<file path="src/rtl/bp_l15_resp_tracker.sv">
// Tracks metadata for up to els_p outstanding L1.5 requests and pairs in-order
// L1.5 returns with it, holding each BP response in a per-channel register.
module bp_l15_resp_tracker #(
  parameter int paddr_width_p   = 40,
  parameter int payload_width_p = 16,
  parameter int size_width_p    = 2,
  parameter int data_width_p    = 128,
  parameter int els_p           = 4,
  parameter int lg_els_lp       = $clog2(els_p) + 1
) (
  input  logic                       clk_i,
  input  logic                       reset_n_i,
  input  logic                       req_v_i,
  output logic                       req_ready_o,
  input  logic [paddr_width_p-1:0]   req_addr_i,
  input  logic [payload_width_p-1:0] req_payload_i,
  input  logic [size_width_p-1:0]    req_size_i,
  input  logic                       req_load_i,
  input  logic                       l15_val_i,
  input  logic [3:0]                 l15_returntype_i,
  input  logic [63:0]                l15_data_0_i,
  input  logic [63:0]                l15_data_1_i,
  output logic                       l15_ack_o,
  output logic                       resp_v_o,
  input  logic                       resp_ready_i,
  output logic [paddr_width_p-1:0]   resp_addr_o,
  output logic [payload_width_p-1:0] resp_payload_o,
  output logic [size_width_p-1:0]    resp_size_o,
  output logic                       data_resp_v_o,
  input  logic                       data_resp_ready_i,
  output logic [paddr_width_p-1:0]   data_resp_addr_o,
  output logic [payload_width_p-1:0] data_resp_payload_o,
  output logic [size_width_p-1:0]    data_resp_size_o,
  output logic [data_width_p-1:0]    data_resp_data_o,
  output logic [lg_els_lp-1:0]       outstanding_o,
  output logic                       err_o
);

  localparam int ptr_w_lp = $clog2(els_p);
  localparam logic [3:0] LD_RET = 4'b0000;
  localparam logic [3:0] ST_ACK = 4'b0100;
  localparam logic [lg_els_lp-1:0] full_cnt_lp = lg_els_lp'(els_p);

  typedef logic [ptr_w_lp-1:0] ptr_t;

  logic [paddr_width_p-1:0]   addr_mem_q    [els_p];
  logic [payload_width_p-1:0] payload_mem_q [els_p];
  logic [size_width_p-1:0]    size_mem_q    [els_p];
  logic [els_p-1:0]           load_mem_q;

  ptr_t                 wr_ptr_q, wr_ptr_d, rd_ptr_q, rd_ptr_d;
  logic [lg_els_lp-1:0] count_q, count_d;
  logic                 err_q, err_d;

  logic                       resp_v_q, resp_v_d;
  logic [paddr_width_p-1:0]   resp_addr_q, resp_addr_d;
  logic [payload_width_p-1:0] resp_payload_q, resp_payload_d;
  logic [size_width_p-1:0]    resp_size_q, resp_size_d;

  logic                       dresp_v_q, dresp_v_d;
  logic [paddr_width_p-1:0]   dresp_addr_q, dresp_addr_d;
  logic [payload_width_p-1:0] dresp_payload_q, dresp_payload_d;
  logic [size_width_p-1:0]    dresp_size_q, dresp_size_d;
  logic [data_width_p-1:0]    dresp_data_q, dresp_data_d;

  logic         is_ld, is_st, ld_room, st_room, empty, push, pop;
  logic         ack_ld, ack_st;
  logic [127:0] ret_data;

  assign is_ld    = (l15_returntype_i == LD_RET);
  assign is_st    = (l15_returntype_i == ST_ACK);
  assign ld_room  = ~dresp_v_q | data_resp_ready_i;
  assign st_room  = ~resp_v_q | resp_ready_i;
  assign empty    = (count_q == '0);
  assign ret_data = {l15_data_1_i, l15_data_0_i};

  // Unknown return types are always acked so they never stall the L1.5.
  assign l15_ack_o = reset_n_i & l15_val_i &
                     (is_ld ? ld_room : (is_st ? st_room : 1'b1));
  assign ack_ld    = l15_ack_o & is_ld;
  assign ack_st    = l15_ack_o & is_st;

  assign req_ready_o = (count_q != full_cnt_lp);
  assign push        = req_v_i & req_ready_o;
  // Emptiness is judged on the registered count: a same-cycle push cannot match.
  assign pop         = (ack_ld | ack_st) & ~empty;

  always_comb begin
    wr_ptr_d = wr_ptr_q;
    rd_ptr_d = rd_ptr_q;
    count_d  = count_q;
    err_d    = err_q;
    if (push) wr_ptr_d = wr_ptr_q + ptr_t'(1);
    if (pop)  rd_ptr_d = rd_ptr_q + ptr_t'(1);
    if (push && !pop)      count_d = count_q + lg_els_lp'(1);
    else if (pop && !push) count_d = count_q - lg_els_lp'(1);
    if (req_v_i && !req_ready_o)                  err_d = 1'b1;
    if ((ack_ld || ack_st) && empty)              err_d = 1'b1;
    if (pop && (load_mem_q[rd_ptr_q] != ack_ld))  err_d = 1'b1;
  end

  always_comb begin
    resp_v_d       = resp_v_q;
    resp_addr_d    = resp_addr_q;
    resp_payload_d = resp_payload_q;
    resp_size_d    = resp_size_q;
    if (resp_v_q && resp_ready_i) begin
      resp_v_d       = 1'b0;
      resp_addr_d    = '0;
      resp_payload_d = '0;
      resp_size_d    = '0;
    end
    if (pop && ack_st) begin
      resp_v_d       = 1'b1;
      resp_addr_d    = addr_mem_q[rd_ptr_q];
      resp_payload_d = payload_mem_q[rd_ptr_q];
      resp_size_d    = size_mem_q[rd_ptr_q];
    end
  end

  always_comb begin
    dresp_v_d       = dresp_v_q;
    dresp_addr_d    = dresp_addr_q;
    dresp_payload_d = dresp_payload_q;
    dresp_size_d    = dresp_size_q;
    dresp_data_d    = dresp_data_q;
    if (dresp_v_q && data_resp_ready_i) begin
      dresp_v_d       = 1'b0;
      dresp_addr_d    = '0;
      dresp_payload_d = '0;
      dresp_size_d    = '0;
      dresp_data_d    = '0;
    end
    if (pop && ack_ld) begin
      dresp_v_d       = 1'b1;
      dresp_addr_d    = addr_mem_q[rd_ptr_q];
      dresp_payload_d = payload_mem_q[rd_ptr_q];
      dresp_size_d    = size_mem_q[rd_ptr_q];
      dresp_data_d    = ret_data[data_width_p-1:0];
    end
  end

  // Entry storage needs no reset: only slots below the count are ever read.
  always_ff @(posedge clk_i) begin
    if (push) begin
      addr_mem_q[wr_ptr_q]    <= req_addr_i;
      payload_mem_q[wr_ptr_q] <= req_payload_i;
      size_mem_q[wr_ptr_q]    <= req_size_i;
      load_mem_q[wr_ptr_q]    <= req_load_i;
    end
  end

  always_ff @(posedge clk_i or negedge reset_n_i) begin
    if (!reset_n_i) begin
      wr_ptr_q        <= '0;
      rd_ptr_q        <= '0;
      count_q         <= '0;
      err_q           <= 1'b0;
      resp_v_q        <= 1'b0;
      resp_addr_q     <= '0;
      resp_payload_q  <= '0;
      resp_size_q     <= '0;
      dresp_v_q       <= 1'b0;
      dresp_addr_q    <= '0;
      dresp_payload_q <= '0;
      dresp_size_q    <= '0;
      dresp_data_q    <= '0;
    end else begin
      wr_ptr_q        <= wr_ptr_d;
      rd_ptr_q        <= rd_ptr_d;
      count_q         <= count_d;
      err_q           <= err_d;
      resp_v_q        <= resp_v_d;
      resp_addr_q     <= resp_addr_d;
      resp_payload_q  <= resp_payload_d;
      resp_size_q     <= resp_size_d;
      dresp_v_q       <= dresp_v_d;
      dresp_addr_q    <= dresp_addr_d;
      dresp_payload_q <= dresp_payload_d;
      dresp_size_q    <= dresp_size_d;
      dresp_data_q    <= dresp_data_d;
    end
  end

  assign resp_v_o            = resp_v_q;
  assign resp_addr_o         = resp_addr_q;
  assign resp_payload_o      = resp_payload_q;
  assign resp_size_o         = resp_size_q;
  assign data_resp_v_o       = dresp_v_q;
  assign data_resp_addr_o    = dresp_addr_q;
  assign data_resp_payload_o = dresp_payload_q;
  assign data_resp_size_o    = dresp_size_q;
  assign data_resp_data_o    = dresp_data_q;
  assign outstanding_o       = count_q;
  assign err_o               = err_q;

endmodule

</file>
<file path="config.mk">
export PLATFORM = sky130hd
export DESIGN_NAME = bp_l15_resp_tracker
export DESIGN_NICKNAME = d
export VERILOG_FILES = /design/src/rtl/bp_l15_resp_tracker.sv
export SDC_FILE = /design/constraint.sdc
export NUM_CORES = 1
export LEC_CHECK = 0
export CAP_MARGIN = 0
export CORE_MARGIN = 10
export CORE_UTILIZATION = 30
export DETAILED_ROUTE_END_ITERATION = 8
export PLACE_DENSITY = 0.48
export SETUP_SLACK_MARGIN = 0.4
export SLEW_MARGIN = 20
export SYNTH_ARGS = -nofsm -noshare
export SYNTH_HDL_FRONTEND = slang
export SYNTH_SLANG_ARGS = --single-unit
</file>
<file path="constraint.sdc">
create_clock -name clk_i -period 4.85 [get_ports clk_i]
set_input_delay 0.485 -clock clk_i [delete_from_list [all_inputs] [get_ports clk_i]]
set_output_delay 0.485 -clock clk_i [all_outputs]
set_load 0.03 [all_outputs]
</file>
==> results.cfg <==
[status]
run_status = complete, no violations

[detailed_routing]
via_per_inst = 4.38
drc_errors = 0
dr.pass1.iters = 4
drt_iter0_drc = 590
vias = 11800
ant_nets = 0
drt-total-wl_um = 58600
wl_per_cell_um = 21.7

[floorplan]
fp.coreArea_um2 = 64600
num_rows = 93
fp.dieH_um = 275
io_pins = 449
die_w_um = 275
die_area_um2 = 75900
initial_core_util_pct = 30.3

[yosys]
synthSimpleGateAreaFrac_pct = 5.43
yosysUniqueCellTypes = 31
synth_compound_area_share_pct = 0.205
synthMuxAreaShare_pct = 19.4
ys_top_cells_by_area = edfxtp_1, dfrtp_1, mux2i_1
synthAdderAreaFrac_pct = 0.422
synth_seq_area_share_pct = 68.7
yosysWarnings = 0
synth_top_area_cell = edfxtp_1
netlist_instances = 1340
synth_nets = 1543
synth_top_family_by_area = multiplexers
syn_avg_cell_area_um2 = 14.6
synth-seq-cells = 490
netlist.area_leader.share_pct = 36.2
synth-xor-area-share_pct = 0.268
syn_area_um2 = 19600

[power_and_ir_drop]
p_leak_nw = 12.4
powerDensity_nw_per_um2 = 604
peakVddDrop_v = 0.000295

[cts]
post_cts_resized = 0
numCtsBuffers = 57
cts.sinks = 490
clockRootBuffer = clkbuf_16
cts_max_level = 2
clk_latency_ps = 600
cts_tree = yes
clkTransAtPathRegs_ps = 60
cts_buffer_depth = 3

[global_routing]
track_usage_pct = 15.0
antenna_found_initial = 7
grt_pass1_vias = 12600
overflow = 0
grt_pass1_wl_um = 85900
grt_max_degree = 151

[timing]
max_freq_mhz = 312
worst_slew_pin_slew_ps = 1000
clock_skew_ps = 17.2
setup_tns_ps = 0
final-setup-viol-count = 0
slew_violations = 0
post-route-period-util_pct = 66.0
period_minus_slack_ps = 3200
slew_headroom_pct = 33.0
rsz0062_at_grt = no
hold_viol = 0
timing.hold.ws_ps = 381

[place]
place.port_buffers = 448
hpwlAfterDp_um = 39300
place_congestion = 0.715

[setup_path]
path_class = input port to primary output
critPathCaptureType = primary output
slowest_delay_ps = 710
crit_start = l15_returntype_i[2]
start_kind = input port
cp.arrival_ps = 2720
path_common_cell = clkdlybuf4s50_1
r2r_start = outstanding_o[1]$_DFFE_PN0P_
crit_fanout = 6
worstPathRequired_ps = 4370
worstPathCellList = clkdlybuf4s50_1 > and3b_1 > o21ai_0 > nor2b_1 > clkdlybuf4s50_1
slowest_stage = clkdlybuf4s50_1

[layout]
nNetsFinal = 2000
utilization_pct = 41.6
fill_cells = 5986
syn2layout_area_growth_pct = 37.2
drive_above_1_share_pct = 9.75

[run]
cap_violations = 0

[hold_path]
hold_path_class = input port to asynchronous set/reset pin
[final timing paths]
| path | depth (start not counted) | slack [ps] | end |
|---|---|---|---|
| max | 5 | 1650 | l15_ack_o |
| min in group clk_i | 3 | 420 | data_resp_data_o[75]$_DFFE_PN0P_ |
| min | 2 | 380 | data_resp_data_o[14]$_DFFE_PN0P_ |
| min reg2reg | 2 | 520 | resp_addr_o[18]$_DFFE_PN0P_ |
| max reg2reg | 6 | 2130 | data_resp_data_o[70]$_DFFE_PN0P_ |
| max in group asynchronous | 4 | 2310 | data_resp_addr_o[37]$_DFFE_PN0P_ |
[synth_stat cells (all sizes together)]
cell	number
a31o	1
a31oi	1
and2	1
and3	6
and3b	1
buf	33
clkbuf	34
dfrtp	254
edfxtp	236
fa	1
ha	5
inv	191
mux2	2
mux2i	244
mux4	59
nand2	250
nand2b	1
nand3	2
nand4	1
nor2	2
nor2b	1
nor3	2
nor3b	2
o211ai	2
o21ai	2
xnor2	4
xor2	2
[final cells by class]
type | count | area [um^2] | share of cell area, %
Sequential cell | 490 | 13500 | 50.1
Multi-Input combinational cell | 592 | 5080 | 18.9
Timing Repair Buffer | 465 | 4680 | 17.4
Clock buffer | 79 | 1620 | 6.03
Tap cell | 855 | 1070 | 3.98
Inverter | 191 | 717 | 2.67
Clock inverter | 29 | 240 | 0.894
Antenna cell | 2 | 5.00 | 0.0186
[critical path: cells and delay by family]
family          cells  cell delay [ps]
buf+inv             2             1260
simple gates        2              510
compound gates      1              460
[through the flow]
stage / setup slack [ps] / instances / instance area, um^2 / power [mW]
floorplan: 1950 / 1340 / 19600 / 9.44
global placement: 1700 / 2592 / 25000 / 12.2
detailed placement: 1650 / 2592 / 25000 / 12.2
CTS: 1600 / 2701 / 26900 / 16.6
global route: 1520 / 2701 / 26900 / 17.1
finish: 1650 / 2703 / 26900 / 16.2
[metal layers]
layer  up-vias  wire length (um)  share of wire (%)  global-route usage [%]
met4        14               709                1.2                    2.76
met5         -                87               0.15                       0
met2       351             26900                 46                    23.7
met3        65              5020                8.6                    5.11
met1      5931             25900                 44                    19.8
li1       5484                 -                  -                       -
[power by group]
part           switching (mW)  internal [mW]  total [mW]
combinational            3.37           2.40        5.76
sequential              0.661           5.58        6.24
clock                    1.73           2.49        4.22
total                    5.75           10.5        16.2
[flip-flops by register name, indices dropped and copies added, names as in the netlist, 3 cells and up]
register             cells
data_resp_data_o       128
outstanding_o            3
payload_mem_q           64
resp_payload_o          16
load_mem_q               4
resp_addr_o             40
data_resp_payload_o     16
size_mem_q               8
addr_mem_q             160
data_resp_addr_o        40
[repair_timing]
action	4_1_cts	5_1_grt
hold endpoints to repair	47	0
hold buffers	1	0
setup buffers	0	0
[placed cells by master (no fill, tap or decap), types with 2 or more instances in the layout]
| master | netlist | routed |
|---|---|---|
| clkdlybuf4s50_1 | 0 | 447 |
| bufinv_16 | 0 | 3 |
| mux4_2 | 59 | 59 |
| o211ai_1 | 2 | 2 |
| dfrtp_4 | 0 | 2 |
| ha_1 | 5 | 5 |
| o21ai_0 | 2 | 2 |
| edfxtp_1 | 236 | 236 |
| clkinv_8 | 0 | 2 |
| xor2_1 | 2 | 2 |
| dfrtp_1 | 254 | 252 |
| mux2_2 | 2 | 2 |
| nor2_1 | 2 | 2 |
| clkinv_2 | 0 | 15 |
| clkinv_1 | 0 | 7 |
| diode_2 | 0 | 2 |
| mux2i_1 | 244 | 244 |
| clkbuf_8 | 0 | 9 |
| clkbuf_1 | 34 | 12 |
| inv_1 | 191 | 191 |
| nand2_1 | 250 | 248 |
| xnor2_1 | 4 | 4 |
| buf_4 | 4 | 11 |
| buf_12 | 0 | 5 |
| and3_4 | 0 | 4 |
| clkbuf_16 | 0 | 58 |
[cell families after synthesis]
kind of cell	Yosys count
mux	305
buf+inv	258
flops	490
simple gates	269
compound gates	6
xor+xnor	6
fa+ha+maj	6
Power figures use the tool's default switching activity.
